==> config.mk <==
export PLATFORM = sky130hd
export DESIGN_NAME = ara_exit_monitor
export DESIGN_NICKNAME = d
export VERILOG_FILES = /design/src/rtl/ara_exit_pkg.sv /design/src/rtl/ara_exit_latch.sv /design/src/rtl/ara_exit_monitor.sv
export SDC_FILE = /design/constraint.sdc
export NUM_CORES = 1
export LEC_CHECK = 0
export ABC_AREA = 1
export BUFFER_PORTS_ARGS = -buffer_cell sky130_fd_sc_hd__buf_2
export CORE_UTILIZATION = 40
export DETAILED_ROUTE_END_ITERATION = 12
export PLACE_DENSITY = 0.71
export RECOVER_POWER = 25
export SYNTH_ARGS = -nofsm -noshare
export SYNTH_HDL_FRONTEND = slang
export SYNTH_SLANG_ARGS = --single-unit
==> constraint.sdc <==
create_clock -name clk_i -period 3.4 [get_ports clk_i]
set_clock_uncertainty 0.05 [all_clocks]
set_input_delay 0.51 -clock clk_i [delete_from_list [all_inputs] [get_ports clk_i]]
set_output_delay 0.51 -clock clk_i [all_outputs]
set_load 0.02 [all_outputs]
==> src/rtl/ara_exit_pkg.sv <==
// Shared types and defaults for the Ara exit monitor.
package ara_exit_pkg;

    // Monitor lifecycle: armed by start, terminal once a verdict is taken.
    typedef enum logic [1:0] {
        Idle = 2'd0,
        Run  = 2'd1,
        Done = 2'd2
    } exit_state_e;

    localparam int unsigned ExitWidthDefault     = 64;
    localparam logic [31:0] TimeoutCyclesDefault = 32'd1_000_000;

endpackage

==> src/rtl/ara_exit_latch.sv <==
// Per-channel sticky exit capture: the first exit seen while enabled wins.
// Besides the registered flag, it exposes the post-capture view (flag and
// code including this cycle's capture) so the top can decide completion in
// the same edge that latches the exit.
module ara_exit_latch
    import ara_exit_pkg::*;
#(
    parameter int unsigned ExitWidth = ExitWidthDefault
) (
    input  logic                 clk_i,
    input  logic                 rst_ni,
    input  logic                 en_i,
    input  logic [ExitWidth-1:0] exit_i,
    output logic                 flag_o,
    output logic                 flag_next_o,
    output logic [ExitWidth-2:0] code_next_o
);

    logic                 flag_q;
    logic [ExitWidth-2:0] code_q;
    logic                 capture;

    assign capture = en_i & exit_i[0] & ~flag_q;

    // Post-capture view: a new exit overrides only an empty slot.
    always_comb begin
        flag_next_o = flag_q | capture;
        code_next_o = capture ? exit_i[ExitWidth-1:1] : code_q;
    end

    // Sticky storage of the flag and the captured code.
    always_ff @(posedge clk_i or negedge rst_ni) begin
        if (!rst_ni) begin
            flag_q <= 1'b0;
            // NOTE: the code register is reset as well, so the post-capture
            // view never feeds X into the nonzero-code compare.
            code_q <= '0;
        end else begin
            // NOTE: sequential state uses non-blocking assignment so every
            // flop samples the pre-edge values regardless of statement order.
            flag_q <= flag_next_o;
            code_q <= code_next_o;
        end
    end

    assign flag_o = flag_q;

endmodule

==> src/rtl/ara_exit_monitor.sv <==
// End-of-computation monitor: latches the first exit per channel and takes a
// single registered pass/fail verdict, on the first exit (WaitAll=0) or when
// all channels have exited or any has failed (WaitAll=1).
// Optional watchdog: define ARA_EXIT_WATCHDOG_EN to end hung runs after
// TimeoutCycles cycles in Run; without it Run lasts indefinitely.
module ara_exit_monitor
    import ara_exit_pkg::*;
#(
    parameter int unsigned NrChannels    = 4,
    parameter int unsigned ExitWidth     = ExitWidthDefault,
    parameter bit          WaitAll       = 1'b1,
    parameter logic [31:0] TimeoutCycles = TimeoutCyclesDefault,
    parameter int unsigned IdxWidth      = (NrChannels > 1) ? $clog2(NrChannels) : 1
) (
    input  logic                            clk_i,
    input  logic                            rst_ni,
    input  logic                            start_i,
    input  logic [NrChannels*ExitWidth-1:0] exit_i,
    output logic                            done_o,
    output logic                            pass_o,
    output logic [ExitWidth-2:0]            code_o,
    output logic [IdxWidth-1:0]             fail_idx_o,
    output logic [NrChannels-1:0]           exited_o,
    output logic                            timeout_o
);

    exit_state_e state_q;
    logic        run;

    logic [NrChannels-1:0] flag_q;
    logic [NrChannels-1:0] flag_d;
    logic [ExitWidth-2:0]  code_d [NrChannels];
    logic [NrChannels-1:0] fail_vec;

    logic                 any_fail;
    logic [IdxWidth-1:0]  fail_idx_d;
    logic [ExitWidth-2:0] fail_code_d;
    logic                 complete;
    logic                 wd_hit;

    logic                 done_q;
    logic                 pass_q;
    logic [ExitWidth-2:0] code_out_q;
    logic [IdxWidth-1:0]  fail_idx_q;

    assign run = (state_q == Run);

    for (genvar c = 0; c < NrChannels; c++) begin : g_chan
        ara_exit_latch #(
            .ExitWidth (ExitWidth)
        ) u_latch (
            .clk_i       (clk_i),
            .rst_ni      (rst_ni),
            .en_i        (run),
            .exit_i      (exit_i[c*ExitWidth +: ExitWidth]),
            .flag_o      (flag_q[c]),
            .flag_next_o (flag_d[c]),
            .code_next_o (code_d[c])
        );
        assign fail_vec[c] = flag_d[c] && (code_d[c] != '0);
    end

    // Lowest-index failing channel on the post-capture view.
    always_comb begin
        // NOTE: every variable gets a default before the loop so no path
        // leaves one unassigned, which would infer a latch.
        any_fail    = 1'b0;
        fail_idx_d  = '0;
        fail_code_d = '0;
        for (int c = int'(NrChannels) - 1; c >= 0; c--) begin
            if (fail_vec[c]) begin
                any_fail    = 1'b1;
                fail_idx_d  = IdxWidth'(c);
                fail_code_d = code_d[c];
            end
        end
    end

    assign complete = WaitAll ? ((&flag_d) | any_fail) : (|flag_d);

`ifdef ARA_EXIT_WATCHDOG_EN
    logic [31:0] wd_cnt_q;
    logic        timeout_q;

    // Run-cycle counter; restarts from zero whenever the monitor is idle.
    always_ff @(posedge clk_i or negedge rst_ni) begin
        if (!rst_ni) begin
            wd_cnt_q <= '0;
        end else if (state_q == Idle) begin
            wd_cnt_q <= '0;
        end else if (run) begin
            wd_cnt_q <= wd_cnt_q + 32'd1;
        end
    end

    assign wd_hit    = run && (wd_cnt_q == TimeoutCycles - 32'd1);
    assign timeout_o = timeout_q;
`else
    logic [31:0] unused_timeout_cycles;

    assign unused_timeout_cycles = TimeoutCycles;
    assign wd_hit                = 1'b0;
    assign timeout_o             = 1'b0;
`endif

    // Lifecycle FSM with the verdict registered on the Run->Done transition.
    always_ff @(posedge clk_i or negedge rst_ni) begin
        if (!rst_ni) begin
            state_q    <= Idle;
            done_q     <= 1'b0;
            pass_q     <= 1'b0;
            code_out_q <= '0;
            fail_idx_q <= '0;
`ifdef ARA_EXIT_WATCHDOG_EN
            timeout_q  <= 1'b0;
`endif
        end else begin
            case (state_q)
                Idle: begin
                    if (start_i) begin
                        state_q <= Run;
                    end
                end
                Run: begin
                    // Completion takes priority over a watchdog hit in the same cycle.
                    if (complete) begin
                        state_q    <= Done;
                        done_q     <= 1'b1;
                        pass_q     <= ~any_fail;
                        code_out_q <= fail_code_d;
                        fail_idx_q <= fail_idx_d;
                    end else if (wd_hit) begin
                        state_q    <= Done;
                        done_q     <= 1'b1;
                        pass_q     <= 1'b0;
                        code_out_q <= '1;
                        fail_idx_q <= '0;
`ifdef ARA_EXIT_WATCHDOG_EN
                        timeout_q  <= 1'b1;
`endif
                    end
                end
                Done: begin
                    state_q <= Done;
                end
                default: begin
                    state_q <= Idle;
                end
            endcase
        end
    end

    assign done_o     = done_q;
    assign pass_o     = pass_q;
    assign code_o     = code_out_q;
    assign fail_idx_o = fail_idx_q;
    assign exited_o   = flag_q;

endmodule
Yosys cells after proc, flatten, opt, wreduce, memory -nomap -nowiden

Cells that the tools add are included.
Widths: inputs -> output; s select.

Register bits after elaboration: 325
Latch bits: 0
RAM bits: 0
Bits in read-only memories: 0
Output and inout bits: 72
Word-level logic and storage cells: 66
Memories kept: 0

Add/sub/neg operators: 0
$mul: 0
Div/mod/pow operators: 0
$lt $le $gt $ge: 0
Eq/ne operators: 4
Shift operators: 0
Multiplexer cells: 19
Bitwise gates (word level): 18
Reductions and logical operators: 12

Operators with widths:

| cell               | count |
|---|---|
| $mux 63            | 8 |
| $reduce_bool 63->1 | 4 |
| $mux 2             | 6 |
| $and 1x1->1        | 8 |
| $pmux 2 s3         | 1 |
| $not 1->1          | 5 |
| $or 1x1->1         | 5 |
| $logic_and 1x1->1  | 4 |
| $mux 1             | 4 |
| $ne 2x2->1 const B | 2 |
| $reduce_and 2->1   | 2 |
| $reduce_and 4->1   | 1 |
| $eq 2x1->1 const B | 1 |
| $eq 2x2->1 const B | 1 |
| $logic_not 2->1    | 1 |

Logic depth before layout (Yosys ltp)

Gate-level depths: netlist of run 1.

Depth in word-level cells: 13
Mapped depth: 25
Gate-level depth less buffers: 20

Cells and area by module

From an unflattened synthesis of run 1, not the netlist that was laid out.

Cell total of the unflattened synthesis: 2381
Area total of the unflattened synthesis: 17732.0 um^2

Modules (own cells, without submodules):

| module           | instances | cells each | area each (um^2) | sequential area each (um^2) |
|---|---|---|---|---|
| ara_exit_latch   | 4         | 284        | 2797.7           | 1601.5 |
| ara_exit_monitor | 1         | 1245       | 6541.3           | 1726.7 |

Worst setup path before layout of run 1

OpenSTA, ideal clock, no wires.

Path type: register to register
From: register state_q[1]
To: register code_out_q[34] (netlist: code_o[34])
Arrival time: 2.579 ns
Slack: 0.654 ns
Stages on the path, launching flop included: 25
Buffers on the path: 5
Period minus slack after synthesis: 2.746 ns
Path through: dfrtp_1 -> inv_1 -> ha_1 -> buf_4 -> nand2_1 -> nor2_1 -> buf_4 -> buf_4 -> nand2_1 -> nand2_1 -> nand3_1 -> nor2_1 -> nand2_1 -> nor2_1 -> nand2_1 -> nand2_1 -> nand2_2 -> nor2_4 -> nand2_2 -> nand2_4 -> inv_2 -> buf_6 -> buf_4 -> nand2_1 -> nand2_1

Longest elaborated chain between the ends: 12
Elaborated cells between the ends (all ways): 36

Ends and longest elaborated chain:

| element                           | line                                            | source |
|---|---|---|
| start: declaration                | ara_exit_monitor.sv:27                          | `exit_state_e state_q;` |
| start signal: assignment          | ara_exit_monitor.sv:109                         | `state_q <= Idle;` |
| start signal: assignment          | ara_exit_monitor.sv:121                         | `state_q <= Run;` |
| start signal: assignment          | ara_exit_monitor.sv:127                         | `state_q <= Done;` |
| $eq 2x1->1 (*)                    | ara_exit_monitor.sv:46, ara_exit_monitor.sv:118 |  |
| $and 1x1->1 (2 in a row)          | ara_exit_latch.sv:23                            | `assign capture = en_i & exit_i[0] & ~flag_q;` |
| $mux 63                           | ara_exit_latch.sv:28                            | `code_next_o = capture ? exit_i[ExitWidth-1:1] : code_q;` |
| $reduce_bool 63->1                | ara_exit_monitor.sv:60                          | `assign fail_vec[c] = flag_d[c] && (code_d[c] != '0);` |
| $logic_and 1x1->1                 | ara_exit_monitor.sv:60                          |  |
| $mux 1 (4 in a row)               | ara_exit_monitor.sv:71                          | `if (fail_vec[c]) begin` |
| $or 1x1->1                        | ara_exit_monitor.sv:79                          | `assign complete = WaitAll ? ((&flag_d) \| any_fail) : (\|flag_d);` |
| $reduce_and 2->1 (no source line) | --                                              |  |
| end signal: assignment            | ara_exit_monitor.sv:130                         | `code_out_q <= fail_code_d;` |
| end: declaration                  | ara_exit_monitor.sv:43                          | `logic [ExitWidth-2:0] code_out_q;` |

Every way passes the cells marked *; elsewhere a longest branch is shown, timed or not.
A chain may end at the register's enable or synchronous reset.

==> results.md, run 1 <==
* Initial core utilization at 40.72%
* Die area at 41440 sq um
* H-tree Lvls at 2
* Yosys warning count at 0
* GPL Wtd Cong at 0.9334
* WHS Path Cells at 3
* Total Routing Usage GR at 26.83%
* # IOs at 331
* Clock slew at reported path FFs at 0.06 ns
* Post-route ant nets at 0
* Post-synthesis xor/xnor area fraction at 0%
* Initial DRC count at 1312
* Worst VDD drop at 325.2 uV
* Synth-to-Final Area Change at 24.61%
* Final setup vio count at 0
* Root Buffer Master: clkbuf_16
* IO buf count at 329
* Multi-input logic area at 7020 sq um
* Height of the die at 203.6 um
* TritonCTS clock tree: yes
* Switching power at 2.265 mW
* Logic gate share of total power at 10.2%
* WS Path Type: reg -> reg
* Setup TNS at 0 ns
* Row cnt at 73
* Worst hold path type: in -> reg
* Worst hold endpoint: g_chan[0].u_latch.code_q[31]
* Hold Fails Final Rpt at 0
* Post-synthesis average cell area at 6.931 sq um
* Area occupied by registers at 8133 sq um
* Reg2Reg Setup Slack at 0.21 ns
* Core area at 39910 sq um
* Worst slack at placement at -0.02618 ns
* HP Start: exit_i[32]
* Global route overflow at 0
* Compound-Gate Fraction of Synth Area at 1.832%
* PwrDens at 441.1 nW/um^2
* Maximum clock frequency at 0.3135 GHz
* Nets@finish at 2915
* Power Total at 8.933 mW
* Longest Clk Path Bufs at 3
* Seq pwr share at 43.9%
* Largest net degree at the start of global routing at 87
* WL final at 58.00 mm
* Max FO, Critical Path at 38
* Internal at 6.668 mW
* Sw Ratio at 25.35%
* Synth Cell Area at 16250 sq um
* Fillers at 3987
* Clock Sink Count at 325
* Reg2reg end: code_o[46]
* Most common cell after layout, fill and taps aside: nand2_1
* Post-route setup slack at 0.2106 ns
* Avg WL per Cell at 18.08 um
* Synth Register Bits at 325
* Most used cell, CP: nand2_1
* Max-cap viol count at 1
* Num CTS Buffers at 37
* Reg2reg path depth at 24
* Layout cells sized above 1 at 18.27%
* Synth Instances at 2345
* Initial antenna violation count at 4
* # DRC at 0
* Vias in the first global route at 15693
* Sequential area share after synthesis at 50.04%
* Largest family of logic cells by synthesized area: simple AND/OR/NAND/NOR gates
* CP cell instances: inv_2 -> ha_4 -> buf_6 -> nand3_4 -> buf_12 -> clkbuf_16 -> nand2_1 -> nand2_1 -> nor2_1 -> nand2_1 -> nor2_1 -> nand2_1 -> nor2_2 -> nand2_1 -> nand2_4 -> buf_4 -> clkbuf_16 -> nand2_1 -> inv_1 -> nand2_1 -> nand2_1 -> nand2_1 -> nand2_1 -> nand2_1
* Final Instance Area at 20250 sq um
* Outcome: complete, but fails checks
* HPWL after DPL at 41.75 mm
* Final worst path period need at 3.189 ns
* CP required at 3.76 ns
* Post-synthesis adder-cell area fraction at 0.1540%
* CP Launch Type: flop
* Clock share of power at 45.8%
* Slew of the pin with the lowest slew margin at 1.920 ns
* Vias at 15941
* Synth cell types at 25
* RSZ-0062 raised after global routing: false
* Critical Path Max Stage Delay at 0.40 ns
* Reg-to-reg startpoint: state_q[1]
* Max Slew Vio Count at 68
* Max-Slew Margin vs Limit at -28.02%
* Critical path data arrival time at 3.55 ns
* Leak at 12.25 nW
* First-pass detailed-route iteration total at 5
* Die X-Extent at 203.6 um
* Failing checks: max-capacitance violations, max-slew violations
* Synth Area in Simple Gates at 40.56%
* DP Area at 18510 sq um
* First-pass GRT wire length at 85.22 mm
* Worst-Skew Late Latency at 0.53 ns
* Worst path slowest cell: dfrtp_1
* Vias per std cell at 4.969
* Crit share post-route at 93.81%
* CP endpoint kind: flop
* Mux cell area share after synthesis at 0%
* Commonest non-fill, non-tap cells in the layout: nand2_1, buf_2, dfrtp_1
* Syn_nets at 2606
-- cell type report --
type	instances	area share [%]
Sequential cell	325	40.16
Clock buffer	55	5.548
Multi-Input combinational cell	1750	34.66
Antenna cell	1	0.01236
Timing Repair Buffer	394	13.04
Inverter	146	2.731
Tap cell	525	3.243
Clock inverter	12	0.6116
-- how the worst max path moves through the flow --
stage / slack, ns / to / cells after the start / startpoint
6_report: 0.21 / code_o[46] / 24 / state_q[1]
5_1_grt: 0.01 / g_chan[2].u_latch.code_q[7] / 3 / rst_ni
4_1_cts: 0.03 / code_o[47] / 22 / state_q[1]
3_5_place_dp: -0.03 / code_o[47] / 22 / state_q[1]
3_3_place_gp: 0.002 / code_o[59] / 22 / state_q[1]
2_1_floorplan: 0.65 / code_o[34] / 24 / state_q[1]
-- Yosys cell counts --
| cell | number | area share [%] |
|---|---|---|
| buf_1 | 5 | 0.12 |
| buf_2 | 54 | 1.7 |
| buf_4 | 16 | 0.74 |
| buf_6 | 8 | 0.55 |
| clkbuf_1 | 41 | 0.95 |
| clkinv_1 | 2 | 0.046 |
| conb_1 | 1 | 0.023 |
| dfrtp_1 | 325 | 50 |
| ha_1 | 2 | 0.15 |
| inv_1 | 139 | 3.2 |
| inv_2 | 5 | 0.12 |
| nand2_1 | 1340 | 31 |
| nand2_2 | 4 | 0.15 |
| nand2_4 | 1 | 0.069 |
| nand3_1 | 116 | 3.6 |
| nand3_2 | 2 | 0.12 |
| nand3_4 | 1 | 0.11 |
| nand4_1 | 22 | 0.85 |
| nor2_1 | 199 | 4.6 |
| nor2_2 | 1 | 0.039 |
| nor2_4 | 1 | 0.069 |
| o211ai_1 | 1 | 0.046 |
| o21ai_0 | 54 | 1.7 |
| o21ai_1 | 4 | 0.12 |
| or2_1 | 1 | 0.039 |
-- power by group through the flow --
stage	Combinational, mW	Sequential [mW]	Clock (mW)
final	0.915	3.92	4.10
after global routing	0.987	3.92	4.30
after CTS	0.751	3.92	4.14
after detailed placement	0.749	3.99	0
after floorplan	0.353	4.01	0
after global placement	0.730	3.99	0
-- sequential cells by signal, indices dropped and copies added (netlist names) --
name,count
g_chan.u_latch.flag_o,4
pass_o,1
state_q,2
code_o,63
g_chan.u_latch.code_q,252
fail_idx_o,2
done_o,1
-- worst max-delay path, delay by kind of cell, from the launching register on --
kind / cells / cell delay [ns]
adder cells (fa/ha/maj): 1 / 0.18
AND/OR/NAND/NOR: 16 / 1.42
buffers and inverters: 7 / 1.01
flip-flops: 1 / 0.40
-- through the flow --
step,util [%],cells,hold WS (ns)
5_1_grt,50.74,3208,0.1829
4_1_cts,49.54,3187,0.1662
6_report,50.74,3208,0.1838
2_1_floorplan,-,2345,0.1644
3_5_place_dp,46.38,3119,0.4113
3_3_place_gp,46.38,3119,0.4083
-- cells by family after synthesis --
| kind of cell | count (synthesis) |
|---|---|
| DFF | 325 |
| other | 1 |
| adders and majority gates | 2 |
| buffers and inverters | 270 |
| AOI/OAI and AO/OA | 59 |
| and+or+nand+nor | 1688 |
-- layer usage --
layer | vias to the layer above | track usage (%) | wire [um]
met5 | - | 0 | 39
met4 | 6 | 12.70 | 2687
met3 | 134 | 3.803 | 3650
met2 | 590 | 46.51 | 28380
met1 | 7503 | 32.80 | 23240
li1 | 7708 | - | -
-- what timing repair did --
item                                    4_1_cts  5_1_grt
buffers inserted                              0        7
resized for setup                             1       34
gates cloned                                  0       13
endpoints found under the setup margin       45       67
hold endpoints to repair                     64        0
hold buffers                                  1        0
pin swaps                                     0        4
(Power assumes the default switching activity.)
==> inputs of run 2 (changes only) <==
--- a/config.mk
+++ b/config.mk
@@ -7,6 +7,7 @@
 export LEC_CHECK = 0
 export ABC_AREA = 1
 export BUFFER_PORTS_ARGS = -buffer_cell sky130_fd_sc_hd__buf_2
+export CORE_MARGIN = 2
 export CORE_UTILIZATION = 40
 export DETAILED_ROUTE_END_ITERATION = 12
 export PLACE_DENSITY = 0.71
==> run 2 against run 1 <==
Design area up 2.0%. The run still ends with max-capacitance violations, max-slew violations left. First-iteration DRC count down 3.8%. Setup slack worse by 0.088 ns. Via count up 0.60%. Hold slack worse by 0.010 ns. Largest cell class unchanged. Combinational power up 29%. Critical path type unchanged. Sequential cell count unchanged. Highest routed layer unchanged.
==> results.md, run 2 (synthesis results as in run 1) <==
* Die X-Extent at 205.6 um (+0.98%)
* Root Buffer Master: clkbuf_16
* Maximum clock frequency at 0.3051 GHz (-2.7%)
* CP cell instances: inv_2 -> ha_4 -> buf_6 -> buf_4 -> nand3_2 -> clkbuf_16 -> o21ai_1 -> nand3_1 -> nor2_1 -> nand2_1 -> nor2_1 -> nand2_2 -> nand2_4 -> nand2_2 -> nor2_4 -> nand2_4 -> nand2_8 -> inv_8 -> clkbuf_16 -> nand2_1 -> nand2_1
* Most common cell after layout, fill and taps aside: nand2_1
* Internal at 6.976 mW (+4.6%)
* TritonCTS clock tree: yes
* Initial core utilization at 40.72% (unchanged)
* Seq pwr share at 42.1% (-1.8 points)
* Final worst path period need at 3.278 ns (+0.08819 ns)
* Commonest non-fill, non-tap cells in the layout: nand2_1, buf_2, dfrtp_1
* CP endpoint kind: flop
* Global route overflow at 0 (unchanged)
* Layout cells sized above 1 at 19.18% (+0.91 points)
* Critical Path Max Stage Delay at 0.38 ns (-0.02 ns)
* Initial antenna violation count at 1 (-3)
* Hold Fails Final Rpt at 0 (unchanged)
* First-pass GRT wire length at 87.26 mm (+2.4%)
* Max Slew Vio Count at 89 (+31%)
* CP Launch Type: flop
* Antenna cells at 0 (-1)
* Clock Sink Count at 325 (unchanged)
* Post-route ant nets at 0 (unchanged)
* Failing checks: max-capacitance violations, max-slew violations
* Vias at 16036 (+0.60%)
* Max-cap viol count at 1 (unchanged)
* Core Util, Final at 51.74% (+1.0 points)
* WL final at 60.38 mm (+4.1%)
* Reg with most FFs: g_chan.u_latch.code_q
* Height of the die at 205.6 um (+0.98%)
* Switching power at 2.345 mW (+3.6%)
* Max FO, Critical Path at 15 (-61%)
* # IOs at 331 (unchanged)
* Die area at 42260 sq um (+2.0%)
* Worst hold slack at 0.1737 ns (-0.01011 ns)
* Total Routing Usage GR at 27.25% (+0.42 points)
* Avg WL per Cell at 18.72 um (+3.5%)
* Crit share post-route at 96.40% (+2.6 points)
* Longest Clk Path Bufs at 3 (unchanged)
* H-tree Lvls at 2 (unchanged)
* PwrDens at 451.3 nW/um^2 (+2.3%)
* First-pass detailed-route iteration total at 7 (+2)
* # DRC at 0 (unchanged)
* Logic gate share of total power at 12.7% (+2.5 points)
* Critical path data arrival time at 3.65 ns (+0.10 ns)
* Most used cell, CP: nand2_1
* Row cnt at 73 (unchanged)
* Outcome: complete, but fails checks
* Clock slew at reported path FFs at 0.06 ns (about the same)
* Core area at 39910 sq um (unchanged)
* Worst VDD drop at 340.1 uV (+4.6%)
* Max-Slew Margin vs Limit at -69.61% (-42 points)
* WS Path Type: reg -> reg
* Vias per std cell at 4.971 (about the same)
* Num CTS Buffers at 38 (+2.7%)
* Vias in the first global route at 15700 (+0.045%)
* Slew of the pin with the lowest slew margin at 2.544 ns (+0.6239 ns)
* CP required at 3.77 ns (about the same)
* Fillers at 3879 (-2.7%)
* Worst-Skew Late Latency at 0.53 ns (about the same)
* Clock share of power at 45.2% (-0.6 points)
* Max reg flops at 252 (unchanged)
* Nets@finish at 2936 (+0.72%)
* Worst hold path type: in -> reg
* Post-route setup slack at 0.1224 ns (-0.08819 ns)
* GPL Wtd Cong at 0.9309 (-0.27%)
* Leak at 12.43 nW (+1.5%)
* Synth-to-Final Area Change at 27.07%
* Final setup vio count at 0 (unchanged)
* IO buf count at 329 (unchanged)
* HPWL after DPL at 41.30 mm (-1.1%)
* Largest net degree at the start of global routing at 92 (+5.7%)
* Sw Ratio at 25.16% (-0.19 points)
* Power Total at 9.321 mW (+4.4%)
* Worst path slowest cell: dfrtp_1
* Initial DRC count at 1262 (-3.8%)
* Worst slack at placement at -0.1409 ns (-0.1147 ns)
## run 2: cell types whose count changed in the layout (fill, tap and decap cells not counted), sizes merged, moves of 2 or more
| cell | change |
|---|---|
| buf | +13 |
| clkinv | -2 |
| nor2 | +4 |
| bufinv | +2 |
## run 2: worst paths after layout
| kind | start | endpoint | slack (ns) | depth (start not counted) |
|---|---|---|---|---|
| setup / recovery | state_q[1] | code_o[61] | 0.12 | 21 |
| hold / removal | exit_i[76] | g_chan[1].u_latch.code_q[11] | 0.17 | 3 |
| setup reg to reg | state_q[1] | code_o[61] | 0.12 | 21 |
| hold reg to reg | done_o | done_o | 0.42 | 1 |
| max in group asynchronous | rst_ni | g_chan[0].u_latch.code_q[26] | 0.52 | 2 |
| min in group asynchronous | rst_ni | g_chan[2].u_latch.code_q[55] | 1.21 | 2 |
## run 2: final cells by class
type                            instances  area (sq um)  area share, %
Inverter                              146         555.5          2.690
Clock inverter                         11         161.4         0.7815
Timing Repair Buffer                  409          2897          14.02
Clock buffer                           55          1119          5.416
Sequential cell                       325          8134          39.38
Tap cell                              525         656.9          3.180
Multi-Input combinational cell       1755          7131          34.52
## run 2: per-stage QoR
stage               instances  TNS (ns)  cell area (sq um)
floorplan                2345         0              16250
global placement         3120    -1.404              18510
detailed placement       3120    -3.757              18510
CTS                      3194         0              19930
global route             3226    -1.763              20650
finish                   3226         0              20650
## run 2: power groups by stage
stage                     sequential (mW)  combinational, mW  clock [mW]
after floorplan                      4.01              0.353           0
after global placement               3.99              0.798           0
after detailed placement             3.99              0.823           0
final                                3.92               1.18        4.21
after CTS                            3.92              0.904        4.27
after global routing                 3.92               1.25        4.45
## run 2: critical path, delay by kind of cell (launching register included)
family                   cells  cell delay, ns
AND/OR/NAND/NOR             13            1.51
buffers and inverters        6            0.90
flip-flops                   1            0.38
AO/OA/AOI/OAI                1            0.16
adder cells (fa/ha/maj)      1            0.13
## run 2: routing by layer
| layer | wire length (um) | global-route usage [%] |
|---|---|---|
| met2 | 29460 | 47.07 |
| met4 | 2406 | 10.61 |
| met1 | 24560 | 34.77 |
| met5 | 11 | 0 |
| met3 | 3948 | 3.437 |
## run 2: what timing repair did
action                                  4_1_cts  5_1_grt
pin swaps                                     2       19
gates cloned                                  5       20
endpoints found under the setup margin       63       69
hold buffers                                  1        0
setup buffers                                 2       12
resized for setup                             8       57
hold endpoints to repair                     18        0
